**src/rtl/booth_seq_ctrl_if.sv**
```systemverilog
// booth_seq_ctrl_if
//  Handshake bundle for the sequential radix-4 Booth multiplier.
//  Request side : in_valid / in_ready carrying operands a_i, b_i.
//  Response side: out_valid / out_ready carrying product_o.
//  busy_o reports that the unit holds an operation (computing or waiting).
//  master = operand producer / product consumer, slave = multiplier.
interface booth_seq_ctrl_if #(
  parameter int NUMBIT = 10
);
  logic                  in_valid;
  logic                  in_ready;
  logic [NUMBIT-1:0]     a_i;
  logic [NUMBIT-1:0]     b_i;
  logic                  out_valid;
  logic                  out_ready;
  logic [2*NUMBIT-1:0]   product_o;
  logic                  busy_o;

  modport master (
    output in_valid, a_i, b_i, out_ready,
    input  in_ready, out_valid, product_o, busy_o
  );

  modport slave (
    input  in_valid, a_i, b_i, out_ready,
    output in_ready, out_valid, product_o, busy_o
  );
endinterface

```
**src/rtl/booth_seq_ctrl.sv**
```systemverilog
// booth_seq_ctrl
//  Sequential radix-4 Booth multiplier for unsigned NUMBIT operands.
//  One operand pair is captured in IDLE, then one Booth digit is recoded
//  and its partial product accumulated per cycle for PP_DEEP cycles; the
//  2*NUMBIT product is then held in DONE until the consumer takes it.
// Ports
//  clk    : rising-edge clock
//  rst_n  : synchronous reset, active low
//  bus    : booth_seq_ctrl_if.slave
//           in_valid/in_ready/a_i/b_i     operand handshake (ready only in IDLE)
//           out_valid/out_ready/product_o result handshake (valid only in DONE)
//           busy_o                        high in RUN or DONE
module booth_seq_ctrl #(
  parameter int NUMBIT   = 10,
  parameter int PP_WIDTH = NUMBIT + 1,
  parameter int PP_DEEP  = NUMBIT / 2 + 1
) (
  input  logic              clk,
  input  logic              rst_n,
  booth_seq_ctrl_if.slave   bus
);

  localparam int PW    = 2 * NUMBIT;            // product / accumulator width
  localparam int BW    = NUMBIT + 3;            // recoding register width
  localparam int CNT_W = (PP_DEEP > 1) ? $clog2(PP_DEEP) : 1;
  localparam logic [CNT_W-1:0] CNT_LAST = CNT_W'(PP_DEEP - 1);

  typedef enum logic [1:0] {
    S_IDLE = 2'd0,
    S_RUN  = 2'd1,
    S_DONE = 2'd2
  } state_e;

  state_e               state_q, state_d;
  logic [CNT_W-1:0]     cnt_q, cnt_d;
  logic [PW-1:0]        acc_q, acc_d;
  logic [NUMBIT-1:0]    a_q, a_d;
  logic [BW-1:0]        b_q, b_d;

  // Booth digit recoding for the current triplet
  logic [CNT_W:0]       shamt;       // 2*cnt, bit offset of the digit
  logic [2:0]           triplet;
  logic [PP_WIDTH-1:0]  pp_mag;      // |digit| * A, at most 2A
  logic                 pp_neg;
  logic [PW-1:0]        pp_ext;      // signed partial product, two's complement
  logic [PW-1:0]        pp_sh;       // weighted by 4^cnt

  assign shamt   = {cnt_q, 1'b0};
  assign triplet = b_q[shamt +: 3];

  always_comb begin
    pp_mag = '0;
    pp_neg = 1'b0;
    unique case (triplet)
      3'b001, 3'b010: pp_mag = PP_WIDTH'(a_q);
      3'b011:         pp_mag = PP_WIDTH'({a_q, 1'b0});
      3'b100: begin
        pp_mag = PP_WIDTH'({a_q, 1'b0});
        pp_neg = 1'b1;
      end
      3'b101, 3'b110: begin
        pp_mag = PP_WIDTH'(a_q);
        pp_neg = 1'b1;
      end
      default: begin  // 000, 111 -> digit 0
        pp_mag = '0;
        pp_neg = 1'b0;
      end
    endcase
  end

  // Negative digits are folded in as two's complement; the sum wraps modulo
  // 2^PW, which still lands on the exact unsigned product because the true
  // result always fits in PW bits.
  always_comb begin
    pp_ext = PW'(pp_mag);
    if (pp_neg) pp_ext = PW'(0) - pp_ext;
    pp_sh  = pp_ext << shamt;
  end

  // Next-state / datapath
  always_comb begin
    state_d = state_q;
    cnt_d   = cnt_q;
    acc_d   = acc_q;
    a_d     = a_q;
    b_d     = b_q;
    unique case (state_q)
      S_IDLE: begin
        if (bus.in_valid) begin
          a_d     = bus.a_i;
          // Implicit 0 below the LSB for the first triplet; two zero bits on
          // top make the operand unsigned and force the last digit to {0,+1}.
          b_d     = {2'b00, bus.b_i, 1'b0};
          acc_d   = '0;
          cnt_d   = '0;
          state_d = S_RUN;
        end
      end
      S_RUN: begin
        acc_d = acc_q + pp_sh;
        if (cnt_q == CNT_LAST) state_d = S_DONE;
        else                   cnt_d   = cnt_q + 1'b1;
      end
      S_DONE: begin
        // acc is deliberately left alone so product_o stays readable.
        if (bus.out_ready) begin
          state_d = S_IDLE;
          cnt_d   = '0;
        end
      end
      default: state_d = S_IDLE;
    endcase
  end

  always_ff @(posedge clk) begin
    if (!rst_n) begin
      state_q <= S_IDLE;
      cnt_q   <= '0;
      acc_q   <= '0;
      a_q     <= '0;
      b_q     <= '0;
    end else begin
      state_q <= state_d;
      cnt_q   <= cnt_d;
      acc_q   <= acc_d;
      a_q     <= a_d;
      b_q     <= b_d;
    end
  end

  assign bus.in_ready  = (state_q == S_IDLE);
  assign bus.out_valid = (state_q == S_DONE);
  assign bus.busy_o    = (state_q != S_IDLE);
  assign bus.product_o = acc_q;

endmodule
```
**src/flat_wrapper.sv**
```systemverilog
// flat-port wrapper written by rule: the top's interface ports become plain ports
module booth_seq_ctrl_flat 
#(
  parameter int NUMBIT   = 10,
  parameter int PP_WIDTH = NUMBIT + 1,
  parameter int PP_DEEP  = NUMBIT / 2 + 1
)
  (clk, rst_n, bus_in_valid, bus_a_i, bus_b_i, bus_out_ready, bus_in_ready, bus_out_valid, bus_product_o, bus_busy_o);
  booth_seq_ctrl_if #(.NUMBIT(NUMBIT)) bus_i ();
  input  logic clk;
  input  logic rst_n;
  input wire logic [$bits(bus_i.in_valid)-1:0] bus_in_valid;
  input wire logic [$bits(bus_i.a_i)-1:0] bus_a_i;
  input wire logic [$bits(bus_i.b_i)-1:0] bus_b_i;
  input wire logic [$bits(bus_i.out_ready)-1:0] bus_out_ready;
  output wire logic [$bits(bus_i.in_ready)-1:0] bus_in_ready;
  output wire logic [$bits(bus_i.out_valid)-1:0] bus_out_valid;
  output wire logic [$bits(bus_i.product_o)-1:0] bus_product_o;
  output wire logic [$bits(bus_i.busy_o)-1:0] bus_busy_o;
  assign bus_i.in_valid = bus_in_valid;
  assign bus_i.a_i = bus_a_i;
  assign bus_i.b_i = bus_b_i;
  assign bus_i.out_ready = bus_out_ready;
  assign bus_in_ready = bus_i.in_ready;
  assign bus_out_valid = bus_i.out_valid;
  assign bus_product_o = bus_i.product_o;
  assign bus_busy_o = bus_i.busy_o;
  booth_seq_ctrl #(.NUMBIT(NUMBIT), .PP_WIDTH(PP_WIDTH), .PP_DEEP(PP_DEEP)) u_core (.clk(clk), .rst_n(rst_n), .bus(bus_i));
endmodule
```
**config.mk**
```make
export PLATFORM = sky130hd
export DESIGN_NAME = booth_seq_ctrl_flat
export DESIGN_NICKNAME = d
export VERILOG_FILES = /design/src/rtl/booth_seq_ctrl_if.sv /design/src/rtl/booth_seq_ctrl.sv /design/src/flat_wrapper.sv
export SDC_FILE = /design/constraint.sdc
export NUM_CORES = 1
export LEC_CHECK = 0
export ABC_AREA = 1
export BUFFER_PORTS_ARGS = -buffer_cell sky130_fd_sc_hd__buf_2
export CORE_ASPECT_RATIO = 0.7
export CORE_MARGIN = 1
export CORE_UTILIZATION = 35
export DETAILED_ROUTE_END_ITERATION = 10
export GPL_ROUTABILITY_DRIVEN = 0
export GPL_TIMING_DRIVEN = 0
export PLACE_DENSITY = 0.65
export REMOVE_ABC_BUFFERS = 1
export SYNTH_ARGS = -nofsm -noshare
export SYNTH_HDL_FRONTEND = slang
export SYNTH_SLANG_ARGS = --single-unit
```
**constraint.sdc**
```tcl
create_clock -name clk -period 4.5 [get_ports clk]
set_input_delay 0.9 -clock clk [delete_from_list [all_inputs] [get_ports clk]]
set_output_delay 0.9 -clock clk [all_outputs]
set_load 0.02 [all_outputs]
```
# [Word-level counts from Yosys, hierarchy flattened]
# Cells that the tools add are included.
[classes] shifts=2 eq_ne=13 reduce_logical=11 add_sub_neg=3 mux=13
[ops] cell="two-way mux 20 bit" count=2
[ops] cell="case mux 20 bit (2 select lines)" count=1
[ops] cell="case mux 11 bit (2 select lines)" count=1
[ops] cell="adder 20 bit" count=1
[ops] cell="left shift 20 x 4 -> 20 bit" count=1
[ops] cell="indexed part select 13 x 5 -> 3 bit" count=1
[ops] cell="equality test 3 bit, second input constant" count=4
[ops] cell="subtractor 1 x 11 -> 12 bit, first input constant" count=1
[ops] cell="two-way mux 3 bit" count=3
[ops] cell="case mux 3 bit (3 select lines)" count=1
[ops] cell="equality test 3 x 2 -> 1 bit, second input constant" count=2
[ops] cell="two-way mux 2 bit" count=3
[ops] cell="inequality test 2 bit, second input constant" count=3
[ops] cell="case mux 2 bit (3 select lines)" count=1
[ops] cell="AND reduction 2 bit" count=2
[ops] cell="AND reduction 4 bit" count=1
[ops] cell="nonzero test 2 bit" count=2
[ops] cell="OR reduction 4 bit" count=1
[ops] cell="adder 3 x 1 -> 3 bit, second input constant" count=1
[ops] cell="equality test 3 x 1 -> 1 bit, second input constant" count=1
[ops] cell="AND reduction 3 bit" count=1
[ops] cell="nonzero test 3 bit" count=1
[ops] cell="OR reduction 3 bit" count=1
[ops] cell="equality test 2 x 1 -> 1 bit, second input constant" count=1
[ops] cell="other kinds (5)" count=5
[word_totals] output_inout_bits=23 register_bits=45 elab_cells=47

# [Depth between registers and ports, before layout]
[depth] word_depth=9 depth_mapped=38 depth_no_buf=37

# [Worst setup path before layout]
# OpenSTA, ideal clock, no wires.
[synth_timing] path_type="register to register" startpoint="register u_core.cnt_q[0]" endpoint="register u_core.acc_q[17] (netlist: u_core.bus.product_o[17])" path_stages_with_launch=36 setup_slack_ns=-0.372 path_buffers=3 required_ns=4.382 arrival_time_ns=4.755 cell_sequence="dfxtp_1 -> buf_6 -> clkbuf_1 -> nor2_1 -> nor2_1 -> o21ai_0 -> a32oi_1 -> inv_1 -> ha_1 -> clkbuf_1 -> nand2_1 -> nand2_1 -> inv_1 -> ha_1 -> nand3_1 -> o21ai_1 -> xor2_1 -> inv_1 -> nand2_1 -> o21ai_0 -> o21ai_0 -> nor2_1 -> ha_1 -> inv_1 -> o21ai_0 -> nor2_1 -> nor2_1 -> nor2_1 -> o21ai_0 -> a21oi_1 -> inv_1 -> a31oi_1 -> o21ai_0 -> or2_2 -> nand3_1 -> a21oi_1"
[synth_via] elab_chain_len=9 word_cells_on_any_way=17
[synth_rtl] item="start: declaration" line_no="booth_seq_ctrl.sv:35" rtl="logic [CNT_W-1:0] cnt_q, cnt_d;"
[synth_rtl] item="start signal: assignment" line_no="booth_seq_ctrl.sv:125" rtl="cnt_q <= cnt_d;"
[synth_rtl] item="indexed part select 13 x 5 -> 3 bit" line_no="booth_seq_ctrl.sv:49" rtl="assign triplet = b_q[shamt +: 3];"
[synth_rtl] item="equality test 3 x 1 -> 1 bit (tied with other cells)" line_no="booth_seq_ctrl.sv:54" rtl="unique case (triplet)"
[synth_rtl] item="OR reduction 4 bit (no line) / OR reduction 2 bit (equally long branches)"
[synth_rtl] item="case mux 11 bit (2 select lines)" line_no="booth_seq_ctrl.sv:54"
[synth_rtl] item="subtractor 1 x 11 -> 12 bit" line_no="booth_seq_ctrl.sv:77" rtl="if (pp_neg) pp_ext = PW'(0) - pp_ext;"
[synth_rtl] item="two-way mux 20 bit" line_no="booth_seq_ctrl.sv:77"
[synth_rtl] item="left shift 20 x 4 -> 20 bit (*)" line_no="booth_seq_ctrl.sv:78" rtl="pp_sh = pp_ext << shamt;"
[synth_rtl] item="adder 20 bit (*)" line_no="booth_seq_ctrl.sv:101" rtl="acc_d = acc_q + pp_sh;"
[synth_rtl] item="case mux 20 bit (2 select lines) (*)" line_no="booth_seq_ctrl.sv:88" rtl="unique case (state_q)"
[synth_rtl] item="end signal: assignment" line_no="booth_seq_ctrl.sv:120" rtl="acc_q <= '0;"
[synth_rtl] item="end signal: assignment" line_no="booth_seq_ctrl.sv:126" rtl="acc_q <= acc_d;"
[synth_rtl] item="end: declaration" line_no="booth_seq_ctrl.sv:36" rtl="logic [PW-1:0] acc_q, acc_d;"
# Mark *: on every way between the ends. The rest lies on a longest branch, timed or not.
# A chain may end at the register's enable or synchronous reset.

# [Final worst setup path]
[layout_timing] startpoint="register u_core.cnt_q[0]" endpoint="register u_core.acc_q[19] (netlist: u_core.bus.product_o[19])"
# Same word-level chain as after synthesis.

==> impl_metrics.py <==
metrics = {
    "route": {
        "drc": 0,
        "finalWirelength_um": 11200,
        "wire_per_inst_um": 14.2,
        "final_antenna_net_count": 0,
        "dr.pass1.iters": 4,
        "vias_per_cell": 5.21,
        "num_vias": 4091,
        "drtIter0Drc": 313,
    },
    "placed_design": {
        "port_buffers": 46,
        "dp.final_hpwl_um": 7170,
    },
    "clock_network": {
        "clk_path_buf_depth": 2,
        "cts_sinks": 45,
        "numCtsBuffers": 5,
        "cts_hold_buf": 0,
        "insertion_delay_ns": 0.29,
        "htree_levels": 2,
        "cts-root-buf": "clkbuf_16",
        "clk_pin_slew_ns": 0.07,
        "cts_tree": "done",
    },
    "setup_path": {
        "endpoint_kind": "flop",
        "r2r_slack_ns": -0.14,
        "crit_path_start_kind": "flop",
        "crit_arrival_ns": 4.87,
        "r2r_start": "u_core.cnt_q[0]$_SDFFE_PN0P_",
        "crit_start": "u_core.cnt_q[0]$_SDFFE_PN0P_",
        "crit_required_ns": 4.72,
        "r2r_end": "u_core.bus.product_o[19]$_SDFFE_PN0P_",
        "criticalPathCategory": "flop to flop",
        "rr_worst_depth": 30,
        "worstPathMaxFanout": 6,
        "cp_slowest_stage_delay_ns": 0.39,
        "critPathSlowestCell": "dfxtp_4",
    },
    "logic_synthesis": {
        "syn_area_um2": 3680,
        "ys_seq_area_share_pct": 24.5,
        "synth.distinct_cells": 45,
        "synth-seq-cells": 45,
        "syn-instance-count": 576,
        "yosys_warnings": 0,
        "syn_area_per_cell_um2": 6.40,
    },
    "timing": {
        "hold_viol": 0,
        "fmax_mhz": 215,
        "finalMaxSlewViolations": 0,
        "rsz0062_at_grt": "true",
        "whs_ns": 0.476,
        "relSlewSlack_pct": 23.9,
        "clock_skew_ns": 0.00972,
        "setup_viol": 3,
        "max_slew.worst_pin.slew_ns": 1.14,
        "period_share_pct": 103,
        "min_period_ns": 4.64,
        "final.setup.worst_slack_ns": -0.145,
    },
    "global_routing": {
        "grt_pass1_wl_um": 17900,
        "antenna_found_initial": 0,
        "grt_pass1_vias": 3730,
        "grt_max_degree": 25,
        "grt_use_total_pct": 20.3,
        "gr-total-overflow": 0,
    },
    "final_layout": {
        "diodes": 0,
        "n_fill_cell": 916,
        "utilization_pct": 50.8,
        "syn_to_final_growth_pct": 37.3,
        "drive_above_1_share_pct": 37.9,
        "fin_nets": 710,
    },
    "job": {
        "cap_violations": 0,
    },
    "die": {
        "die_h_um": 87.8,
        "initial_core_util_pct": 37.0,
        "dieArea_um2": 10900,
        "core_area_um2": 9950,
        "ios": 47,
        "core.rowCount": 30,
        "die_w_um": 125,
    },
    "run_status": {
        "status": "finished, violations left",
        "violations": "negative setup slack",
    },
    "min_path": {
        "hp-start": "u_core.a_q[8]$_SDFFE_PN0P_",
        "hold_end": "u_core.a_q[8]$_SDFFE_PN0P_",
        "min_path_type": "flop to flop",
        "min_delay_path_depth": 2,
    },
    "pwr": {
        "leakagePower_nw": 2.31,
        "ir_worst_vdd_uv": 208,
        "powerDensity_nw_per_um2": 331,
    },
}
[critical path: cells and delay by family (launching register included)]
| family | cells | cell delay (ns) |
|---|---|---|
| simple gates | 14 | 1.63 |
| flops | 1 | 0.39 |
| xor+xnor | 1 | 0.21 |
| mux | 1 | 0.23 |
| compound gates | 6 | 0.92 |
| buf+inv | 6 | 0.63 |
| fa+ha+maj | 2 | 0.56 |
[area by class of cell]
type / count / area, um^2 / share of cell area (%)
clock inverters: 1 / 7.51 / 0.148
flip-flops and latches: 45 / 912 / 18.0
multi-input cells: 457 / 3000 / 59.4
well taps: 128 / 160 / 3.17
repair inverters: 1 / 6.26 / 0.124
clock buffers: 6 / 139 / 2.75
inverters: 52 / 214 / 4.23
repair buffers: 95 / 614 / 12.1
[cell usage after synthesis (all sizes together)]
cell / instances / share of area, %
buf: 5 / 0.85
nand2: 131 / 14
o31ai: 1 / 0.20
o21bai: 2 / 0.51
nand4: 2 / 0.34
o211ai: 1 / 0.20
or2: 10 / 1.7
nor2: 72 / 7.8
o221ai: 1 / 0.24
clkbuf: 17 / 1.7
a31oi: 6 / 1.0
xor2: 5 / 1.2
a211oi: 2 / 0.41
ha: 28 / 9.5
o21ai: 64 / 8.9
nor4: 1 / 0.17
xnor2: 1 / 0.24
nand3: 53 / 8.8
nand3b: 4 / 0.92
a21boi: 6 / 1.2
a21oi: 48 / 6.5
nor3: 12 / 1.8
fa: 1 / 0.54
a32oi: 1 / 0.24
o22ai: 2 / 0.34
nor3b: 1 / 0.20
mux2i: 1 / 0.27
dfxtp: 45 / 24
inv: 52 / 5.4
a21o: 1 / 0.20
[through the flow]
| step | power (mW) | instance area [um^2] | std cells | TNS, ns | setup slack, ns |
|---|---|---|---|---|---|
| global route | 1.77 | 5060 | 785 | -2.32 | -0.368 |
| floorplan | 0.877 | 3590 | 554 | -2.65 | -0.434 |
| finish | 1.67 | 5060 | 785 | -0.246 | -0.145 |
| detailed placement | 1.02 | 4000 | 729 | -16.96 | -1.58 |
| CTS | 1.54 | 4670 | 775 | -0.0717 | -0.0291 |
| global placement | 1.00 | 3980 | 728 | -16.06 | -1.57 |
[cells in the final DEF, fill, tap and decap left out, drive strengths merged, types with 10 or more instances in the layout]
cell	Yosys	layout
dfxtp	45	45
buf	5	95
inv	52	52
nor3	12	12
or2	10	10
o21ai	64	64
nand3	53	53
nor2	72	72
a21oi	48	48
ha	28	28
nand2	131	131
[sequential cells by signal, indices dropped and copies added, names as in the netlist]
register / cells
u_core.cnt_q: 3
u_core.state_q: 2
u_core.a_q: 10
u_core.b_q: 10
u_core.bus.product_o: 20
[routing by layer]
layer  share of wire [%]  global-route usage, %  wire length [um]  up-vias
met5                   0                      0                 0        -
met4                 1.8                   6.46               199        0
met3                 5.0                   3.79               559       19
met2                  45                   33.0              4980      101
met1                  49                   27.2              5410     1881
li1                    -                      -                 -     2090
[where the power goes]
group          internal, mW  leakage, nW  switching (mW)  total [mW]
registers             0.430        0.371          0.0331       0.463
logic                 0.341         1.87           0.485       0.826
clock network         0.218       0.0690           0.167       0.385
[worst max-delay path by stage]
stage / endpoint / slack [ns] / cells after the start
after floorplan: u_core.bus.product_o[17]$_SDFFE_PN0P_ / -0.43 / 34
after global placement: u_core.bus.product_o[17]$_SDFFE_PN0P_ / -1.57 / 32
after detailed placement: u_core.bus.product_o[17]$_SDFFE_PN0P_ / -1.58 / 32
after CTS: u_core.bus.product_o[18]$_SDFFE_PN0P_ / -0.03 / 35
after global routing: u_core.bus.product_o[19]$_SDFFE_PN0P_ / -0.37 / 32
final: u_core.bus.product_o[19]$_SDFFE_PN0P_ / -0.14 / 30
[what timing repair did]
item / in CTS / in global routing
pin swaps: 29 / 55
endpoints found under the setup margin: 17 / 13
buffers inserted: 39 / 12
gates cloned: 1 / 0
gates resized for setup: 75 / 84
[kinds of logic after synthesis]
group                    after synthesis  share of synthesized area [%]
buffers and inverters                 74                           7.95
XOR/XNOR                               6                           1.43
AND/OR/NAND/NOR                      286                           35.8
adder cells (fa/ha/maj)               29                           10.1
AO/OA/AOI/OAI                        135                           20.0
multiplexers                           1                          0.272
flip-flops                            45                           24.5
(Power assumes the default switching activity.)
